File: src/rtl/regaddr_seq.sv
// Operand-addressing sequencer for the PDP-11 datapath.
// Drives the regfile port (sela/selb/we/w) and consumes bus A. It performs the
// register reads, autoinc/autodec writebacks and PC-relative index fetch, then
// presents the effective address to the operand stage.
// Optional feature: define REGSEQ_STACK_CHECK_EN to flag an SP autodecrement
// below STACK_LIMIT on stk_err.
module regaddr_seq #(
  parameter int unsigned     W           = 16,
  parameter logic [W-1:0]    STACK_LIMIT = W'(16'o400)
) (
  input  logic         clk,
  input  logic         reset,
  input  logic         start,
  input  logic [2:0]   mode,
  input  logic [2:0]   rn,
  input  logic         byte_op,
  output logic         busy,
  output logic         done,
  output logic [W-1:0] ea,
  output logic         is_reg,
  output logic         indirect,
  output logic         stk_err,
  output logic [2:0]   rf_sela,
  output logic [2:0]   rf_selb,
  output logic         rf_we,
  output logic [W-1:0] rf_w,
  input  logic [W-1:0] rf_a,
  output logic         mem_req,
  output logic [W-1:0] mem_addr,
  input  logic         mem_ack,
  input  logic [W-1:0] mem_rdata
);

  typedef enum logic [2:0] {StIdle, StPcrd, StMem, StPcwr, StRd, StWr, StDone} state_e;

  state_e       state_q, state_d;
  logic [2:0]   mode_q, mode_d;
  logic [2:0]   rn_q, rn_d;
  logic         byte_op_q, byte_op_d;
  logic [W-1:0] x_q, x_d;
  logic         busy_q, busy_d;
  logic         done_q, done_d;
  logic [W-1:0] ea_q, ea_d;
  logic         is_reg_q, is_reg_d;
  logic         indirect_q, indirect_d;
  logic [2:0]   rf_sela_q, rf_sela_d;
  logic [2:0]   rf_selb_q, rf_selb_d;
  logic         rf_we_q, rf_we_d;
  logic [W-1:0] rf_w_q, rf_w_d;
  logic         mem_req_q, mem_req_d;
  // Doubles as the captured PC for the index fetch and the PC+2 writeback.
  logic [W-1:0] mem_addr_q, mem_addr_d;
  logic [W-1:0] inc;
`ifdef REGSEQ_STACK_CHECK_EN
  logic         stk_err_q, stk_err_d;
`else
  logic         unused_stack_limit;
  assign unused_stack_limit = ^STACK_LIMIT;
`endif

  // Next-state, datapath captures and registered-output values for the next cycle.
  always_comb begin
    state_d    = state_q;
    mode_d     = mode_q;
    rn_d       = rn_q;
    byte_op_d  = byte_op_q;
    x_d        = x_q;
    ea_d       = ea_q;
    is_reg_d   = is_reg_q;
    indirect_d = indirect_q;
    rf_selb_d  = rf_selb_q;
    rf_w_d     = rf_w_q;
    mem_addr_d = mem_addr_q;
`ifdef REGSEQ_STACK_CHECK_EN
    stk_err_d  = 1'b0;
`endif
    // Byte step only for plain autoinc/autodec on R0-R5; SP/PC and deferred modes stay word-aligned.
    inc = ((byte_op_q && (mode_q == 3'd2 || mode_q == 3'd4) && rn_q < 3'd6)) ? W'(1) : W'(2);

    unique case (state_q)
      StIdle: begin
        if (start) begin
          mode_d    = mode;
          rn_d      = rn;
          byte_op_d = byte_op;
          state_d   = (mode[2:1] == 2'b11) ? StPcrd : StRd;
        end
      end
      StPcrd: begin
        mem_addr_d = rf_a;
        state_d    = StMem;
      end
      StMem: begin
        if (mem_ack) begin
          x_d       = mem_rdata;
          rf_selb_d = 3'd7;
          rf_w_d    = mem_addr_q + W'(2);
          state_d   = StPcwr;
        end
      end
      StPcwr: state_d = StRd;
      StRd: begin
        is_reg_d   = (mode_q == 3'd0);
        indirect_d = mode_q[0] && (mode_q[2:1] != 2'b00);
        unique case (mode_q[2:1])
          2'b00: begin
            ea_d    = rf_a;
            state_d = StDone;
          end
          2'b01: begin
            ea_d      = rf_a;
            rf_w_d    = rf_a + inc;
            rf_selb_d = rn_q;
            state_d   = StWr;
          end
          2'b10: begin
            ea_d      = rf_a - inc;
            rf_w_d    = rf_a - inc;
            rf_selb_d = rn_q;
            state_d   = StWr;
          end
          default: begin
            ea_d    = rf_a + x_q;
            state_d = StDone;
          end
        endcase
      end
      StWr: begin
`ifdef REGSEQ_STACK_CHECK_EN
        stk_err_d = (mode_q[2:1] == 2'b10) && (rn_q == 3'd6) && (rf_w_q < STACK_LIMIT);
`endif
        state_d = StDone;
      end
      StDone: state_d = StIdle;
      default: state_d = StIdle;
    endcase

    busy_d    = (state_d != StIdle);
    done_d    = (state_d == StDone);
    rf_we_d   = (state_d == StWr) || (state_d == StPcwr);
    mem_req_d = (state_d == StMem);
    rf_sela_d = (state_d == StRd) ? rn_d : (state_d == StPcrd) ? 3'd7 : 3'd0;
  end

  // All state and outputs registered; synchronous reset aborts any sequence.
  always_ff @(posedge clk) begin
    if (reset) begin
      state_q    <= StIdle;
      mode_q     <= 3'd0;
      rn_q       <= 3'd0;
      byte_op_q  <= 1'b0;
      x_q        <= '0;
      busy_q     <= 1'b0;
      done_q     <= 1'b0;
      ea_q       <= '0;
      is_reg_q   <= 1'b0;
      indirect_q <= 1'b0;
      rf_sela_q  <= 3'd0;
      rf_selb_q  <= 3'd0;
      rf_we_q    <= 1'b0;
      rf_w_q     <= '0;
      mem_req_q  <= 1'b0;
      mem_addr_q <= '0;
`ifdef REGSEQ_STACK_CHECK_EN
      stk_err_q  <= 1'b0;
`endif
    end else begin
      state_q    <= state_d;
      mode_q     <= mode_d;
      rn_q       <= rn_d;
      byte_op_q  <= byte_op_d;
      x_q        <= x_d;
      busy_q     <= busy_d;
      done_q     <= done_d;
      ea_q       <= ea_d;
      is_reg_q   <= is_reg_d;
      indirect_q <= indirect_d;
      rf_sela_q  <= rf_sela_d;
      rf_selb_q  <= rf_selb_d;
      rf_we_q    <= rf_we_d;
      rf_w_q     <= rf_w_d;
      mem_req_q  <= mem_req_d;
      mem_addr_q <= mem_addr_d;
`ifdef REGSEQ_STACK_CHECK_EN
      stk_err_q  <= stk_err_d;
`endif
    end
  end

  assign busy     = busy_q;
  assign done     = done_q;
  assign ea       = ea_q;
  assign is_reg   = is_reg_q;
  assign indirect = indirect_q;
  assign rf_sela  = rf_sela_q;
  assign rf_selb  = rf_selb_q;
  assign rf_we    = rf_we_q;
  assign rf_w     = rf_w_q;
  assign mem_req  = mem_req_q;
  assign mem_addr = mem_addr_q;
`ifdef REGSEQ_STACK_CHECK_EN
  assign stk_err  = stk_err_q;
`else
  assign stk_err  = 1'b0;
`endif

endmodule

File: config.mk
export PLATFORM = sky130hd
export DESIGN_NAME = regaddr_seq
export DESIGN_NICKNAME = d
export VERILOG_FILES = /design/src/rtl/regaddr_seq.sv
export SDC_FILE = /design/constraint.sdc
export NUM_CORES = 1
export LEC_CHECK = 0
export ABC_CLOCK_PERIOD_IN_PS = 6600
export BUFFER_PORTS_ARGS = -buffer_cell sky130_fd_sc_hd__buf_2
export CAP_MARGIN = 5
export CORE_MARGIN = 1.5
export CORE_UTILIZATION = 45
export DETAILED_ROUTE_END_ITERATION = 10
export PLACE_DENSITY = 0.67
export SYNTH_ARGS = -nofsm -noshare
export SYNTH_HDL_FRONTEND = slang
export SYNTH_SLANG_ARGS = --single-unit
File: constraint.sdc
create_clock -name clk -period 6.6 [get_ports clk]
set_clock_uncertainty 0.1 [all_clocks]
set_input_delay 1.32 -clock clk [delete_from_list [all_inputs] [get_ports clk]]
set_output_delay 1.32 -clock clk [all_outputs]
set_load 0.02 [all_outputs]
======== Word-level counts from Yosys, hierarchy flattened ========
Index checks and enable logic that the tools add are counted.
storage, ports and cells
  register bits after elaboration ......... 86
  bits of input ports ..................... 43
  output and inout port bits .............. 61
  word-level logic and storage cells ...... 74
cells by class
  $add $sub $neg .......................... 4
  $lt $le $gt $ge ......................... 1
  equality and inequality tests ........... 19
  muxes and demuxes ....................... 17
  reductions and logical operators ........ 17
operator list
  kind                                                 number
  one-hot mux 16 bit (2 select lines)                  3
  2-to-1 mux 3 bit                                     9
  equality test 3 bit, second input constant           6
  one-hot mux 3 bit (6 select lines)                   1
  adder 16 bit                                         1
  adder 16 x 2 -> 16 bit                               1
  adder 16 x 2 -> 16 bit, second input constant        1
  2-to-1 mux 16 bit                                    1
  subtractor 16 x 2 -> 16 bit                          1
  equality test 3 x 2 -> 1 bit, second input constant  5
  equality test 3 x 1 -> 1 bit, second input constant  2
  zero test 3 bit                                      2
  one-hot mux 3 bit (2 select lines)                   1
  AND reduction 3 bit                                  2
  equality test 2 bit, second input constant           2
  2-to-1 mux 2 bit                                     2
  != test 2 bit, second input constant                 2
  AND reduction 2 bit                                  2
  nonzero test 2 bit                                   2
  OR reduction 2 bit                                   2
  logical AND 1 bit                                    3
  less-than comparator 3 bit, second input constant    1
  != test 3 bit, second input constant                 1
  nonzero test 3 bit                                   1
  3 further kinds                                      4

======== Longest topological paths before layout ========
  word-level depth ........................ 8
  mapped depth ............................ 12
  mapped depth without buffers ............ 11

======== Worst setup path after synthesis ========
OpenSTA, ideal clock, no wires.
  path type ............................... input -> register
  start point ............................. input port rf_a[0]
  end point ............................... register ea_q[14], in the netlist ea[14]
  setup time .............................. 0.079 ns
  data arrival time ....................... 3.034 ns
  data required time ...................... 6.421 ns
  setup slack ............................. 3.387 ns
  stages .................................. 9
  path buffers ............................ 0
  cells stage by stage .................... ha_1 > inv_1 > fa_1 > nor2b_1 > o31ai_1 > o21ai_0 > o31ai_1 > or4_1 > o211ai_1
on the way
  longest elaborated chain between the ends .. 2
  elaborated cells between the ends (all ways) .. 3
  those cells by class .................... add/sub: 2; mux: 1
ends and longest elaborated chain
  item                                                         RTL line  text
  start, declared                                              27        input logic [W-1:0] rf_a,
  adder 16 bit or subtractor 16 x 2 -> 16 bit (tied branches)  123, 117
  one-hot mux 16 bit (2 select lines) *                        105       unique case (mode_q[2:1])
  end signal, assigned                                         155       ea_q <= '0;
  end signal, assigned                                         175       ea_q <= ea_d;
  end, declared                                                43        logic [W-1:0] ea_q, ea_d;
Every way passes the cells marked *; elsewhere a longest branch is shown, timed or not.
A chain may end at the register's enable or synchronous reset.

======== Worst setup path in the final report ========
  start point ............................. register mode_q[2]
  end point ............................... register ea_q[12], in the netlist ea[12]
on the way
  longest elaborated chain between the ends .. 7
  elaborated cells between the ends (all ways) .. 12
  those cells by class .................... add/sub: 1; eq/ne: 4; mux: 2; reduce/logical: 5
ends and longest elaborated chain
  item                                                                 RTL line  text
  start, declared                                                      37        logic [2:0] mode_q, mode_d;
  start signal, assigned                                               169       mode_q <= mode_d;
  equality test 3 x 2 -> 1 bit or equality test 3 bit (tied branches)  78        inc = ((byte_op_q && (mode_q == 3'd2 || mode_q == 3'd4) && rn_q < 3'd6)) ? W'(1) : W'(2);
  logical OR 1 bit                                                     78
  logical AND 1 bit (2 in a row)                                       78
  2-to-1 mux 2 bit                                                     78
  subtractor 16 x 2 -> 16 bit                                          117       ea_d = rf_a - inc;
  one-hot mux 16 bit (2 select lines) *                                105
Marked as above.

==> impl_metrics.py <==
metrics = {
    "sta": {
        "setup_viol": 0,
        "setup_tns_ns": 0,
        "period_minus_slack_ns": 3.54,
        "timing.hold.ws_ns": 0.359,
        "worst_pin_slew_ns": 0.777,
        "clock.fmax_mhz": 283,
        "rsz0062_at_grt": "false",
        "slew_violations": 0,
        "relSlewSlack_pct": 48.0,
        "hold_viol_final": 0,
        "fin_crit_sh_pct": 53.6,
    },
    "yosys": {
        "synth_edf_count": 0,
        "synthArstFlopShare_pct": 0,
        "synth_top_area_share_pct": 32.9,
        "synthCells": 686,
        "yosysTopAreaCell": "dfxtp_1",
        "yosys_warnings": 0,
        "synth.distinct_cells": 70,
        "syn_nets": 756,
        "synthTopCellsByCount": "139 x nand2_1, 86 x dfxtp_1, 80 x a21oi_1",
        "synth_area_leaders": "dfxtp_1 33%, nand2_1 10%, a21oi_1 7.7%, ha_1 5.7%, xnor2_1 3.3%",
        "avgSynthCellArea_um2": 7.63,
        "ys_seq_area_share_pct": 32.9,
        "synth_flop_cell": "dfxtp_1",
        "synth-seq-cells": 86,
        "syn_area_um2": 5230,
        "synth.most_common_cell": "nand2_1",
    },
    "clock_tree": {
        "cts_made_buffers": 9,
        "cts_hold_buf": 0,
        "post_cts.repair.setup_buffers": 0,
        "clock-root-buffer": "clkbuf_16",
        "clock-sinks": 86,
        "path_clk_slew_ns": 0.06,
        "cts_tree": "done",
        "clock_path_buffers": 2,
        "insertion_delay_ns": 0.34,
        "cts_resized": 0,
        "h-tree-depth": 3,
    },
    "final_layout": {
        "layout.nets": 829,
        "antenna_cells": 0,
        "final_layout_size_suffix_gt1_share_pct": 18.1,
        "post-route-util_pct": 53.4,
        "area_growth_pct": 16.0,
        "final_cells": 907,
        "final_area_um2": 6070,
    },
    "route": {
        "routed_via_density": 5.68,
        "drt_iter0_drc": 352,
        "avgRoutedWirePerCell_um": 16.5,
        "drt_pass1_iterations": 5,
        "route.vias.total": 5148,
        "wl_um": 15000,
        "postRouteAntennaNets": 0,
        "drc": 0,
    },
    "grt": {
        "grt_pass1_wl_um": 23800,
        "grt_max_degree": 43,
        "overflow": 0,
        "antenna_found_initial": 0,
        "grt_pass1_vias": 4773,
        "grt_usage_pct": 23.9,
    },
    "floorplan": {
        "die_x_um": 111,
        "fp.dieH_um": 111,
        "io_pins": 104,
        "die-area_um2": 12300,
        "rows": 39,
        "initial_core_util_pct": 46.0,
        "coreArea_um2": 11400,
    },
    "hold_path": {
        "hp-class": "flop to flop",
    },
    "pwr": {
        "internal_power_mw": 1.03,
        "power_density_nw_per_um2": 263,
        "pwr-share-seq_pct": 39.2,
        "p_sw_share_pct": 35.5,
        "p_sw_uw": 568,
        "ir_drop_mv": 0.122,
        "leakagePower_nw": 2.48,
        "clkPwrFrac_pct": 32.1,
        "p_comb_share_pct": 28.7,
    },
    "setup_path": {
        "cp-end-kind": "flop",
        "crit_slowest_cell": "dfxtp_1",
        "cpPeakStageDelay_ns": 0.68,
        "cp.required_ns": 6.77,
        "worstPathArrival_ns": 3.70,
        "critical_path_class": "flop to flop",
        "startpoint_type": "flop",
        "cp_max_fo": 16,
        "path_cells": "xor2_1 -> nand4b_1 -> inv_1 -> ha_1 -> fa_1 -> nor4b_2 -> nand3_1 -> o311ai_0 -> o21ai_0 -> o22ai_1",
    },
    "placement": {
        "dp_cells": 891,
        "place_hpwl_um": 11000,
        "gp_congestion": 0.945,
        "dpl-instance-area_um2": 5770,
        "io_buffer_count": 102,
    },
    "job": {
        "cap_violations": 0,
    },
    "run_status": {
        "status": "finished, final reports clean",
    },
}
-- path summary, 6_finish.rpt --
kind,startpoint,endpoint,slack [ns],depth (start not counted)
worst max-delay path,mode_q[2]$_SDFFE_PP0P_,ea[12]$_SDFFE_PP0P_,3.06,10
worst min-delay path,rf_w[0]$_SDFFE_PP0P_,rf_w[0]$_SDFFE_PP0P_,0.36,2
worst max register to register,mode_q[2]$_SDFFE_PP0P_,ea[12]$_SDFFE_PP0P_,3.06,10
worst min register to register,rf_w[0]$_SDFFE_PP0P_,rf_w[0]$_SDFFE_PP0P_,0.36,2
-- per-stage QoR --
stage	worst slack, ns	power (mW)
CTS	3.09	1.60
detailed placement	2.91	1.09
global placement	2.99	1.08
global route	2.69	1.68
finish	3.06	1.60
floorplan	3.39	0.950
-- area by class of cell --
type,count,area (um^2)
inverters,16,60.1
multi-input cells,539,3260
flip-flops and latches,86,1720
clock inverters,6,71.3
well taps,143,179
fillers,1101,5300
repair buffers,107,548
clock buffers,10,229
-- cells in the final DEF, fill, tap and decap left out, drive strengths merged, types with 5 or more instances in the layout --
cell,synthesis,routed
a21oi,80,80
nand2,139,139
nand3b,10,10
buf,8,107
nor2,37,37
and2,8,8
o22ai,11,11
o221ai,7,7
o211ai,9,9
dfxtp,86,86
xnor2,20,20
a211oi,5,5
a31oi,11,11
nor3,15,15
a21o,6,6
nor4,6,6
xor2,20,20
nand3,18,18
and3,6,6
ha,24,24
inv,16,17
o21ai,34,34
or3,7,7
clkbuf,37,10
-- worst max-delay path: cells and delay by family, from the launching register on --
| family | cells | cell delay (ns) |
|---|---|---|
| buffers and inverters | 1 | 0.22 |
| XOR/XNOR | 1 | 0.20 |
| AND/OR/NAND/NOR | 3 | 1.12 |
| AO/OA/AOI/OAI | 3 | 0.71 |
| flip-flops | 1 | 0.68 |
| adder cells (fa/ha/maj) | 2 | 0.45 |
-- power by group through the flow --
stage                     clock network [mW]  registers [mW]  logic [mW]
after floorplan                            0           0.668       0.282
after detailed placement                   0           0.636       0.455
final                                  0.514           0.626       0.459
after global placement                     0           0.634       0.447
after global routing                   0.548           0.633       0.503
after CTS                              0.522           0.625       0.456
-- cells by family (layout without fill, tap and decap cells) --
logic type,count (synthesis),after routing,share of synthesized area (%)
compound gates,200,200,24.0
other cells,1,1,0.0717
mux,2,2,0.383
simple gates,269,269,24.2
xor+xnor,40,40,6.69
flops,86,86,32.9
fa+ha+maj,27,27,6.89
buf+inv,61,139,4.78
-- metal layers --
| metal | vias up | routed length [um] | share of wire [%] | global-route usage, % |
|---|---|---|---|---|
| met5 | - | 0 | 0 | 0 |
| met4 | 0 | 257 | 1.7 | 8.72 |
| met3 | 24 | 978 | 6.5 | 4.76 |
| met2 | 186 | 6890 | 46 | 38.9 |
| met1 | 2345 | 6860 | 46 | 31.5 |
| li1 | 2593 | - | - | - |
No activity file was read; power rests on OpenSTA's default activity.
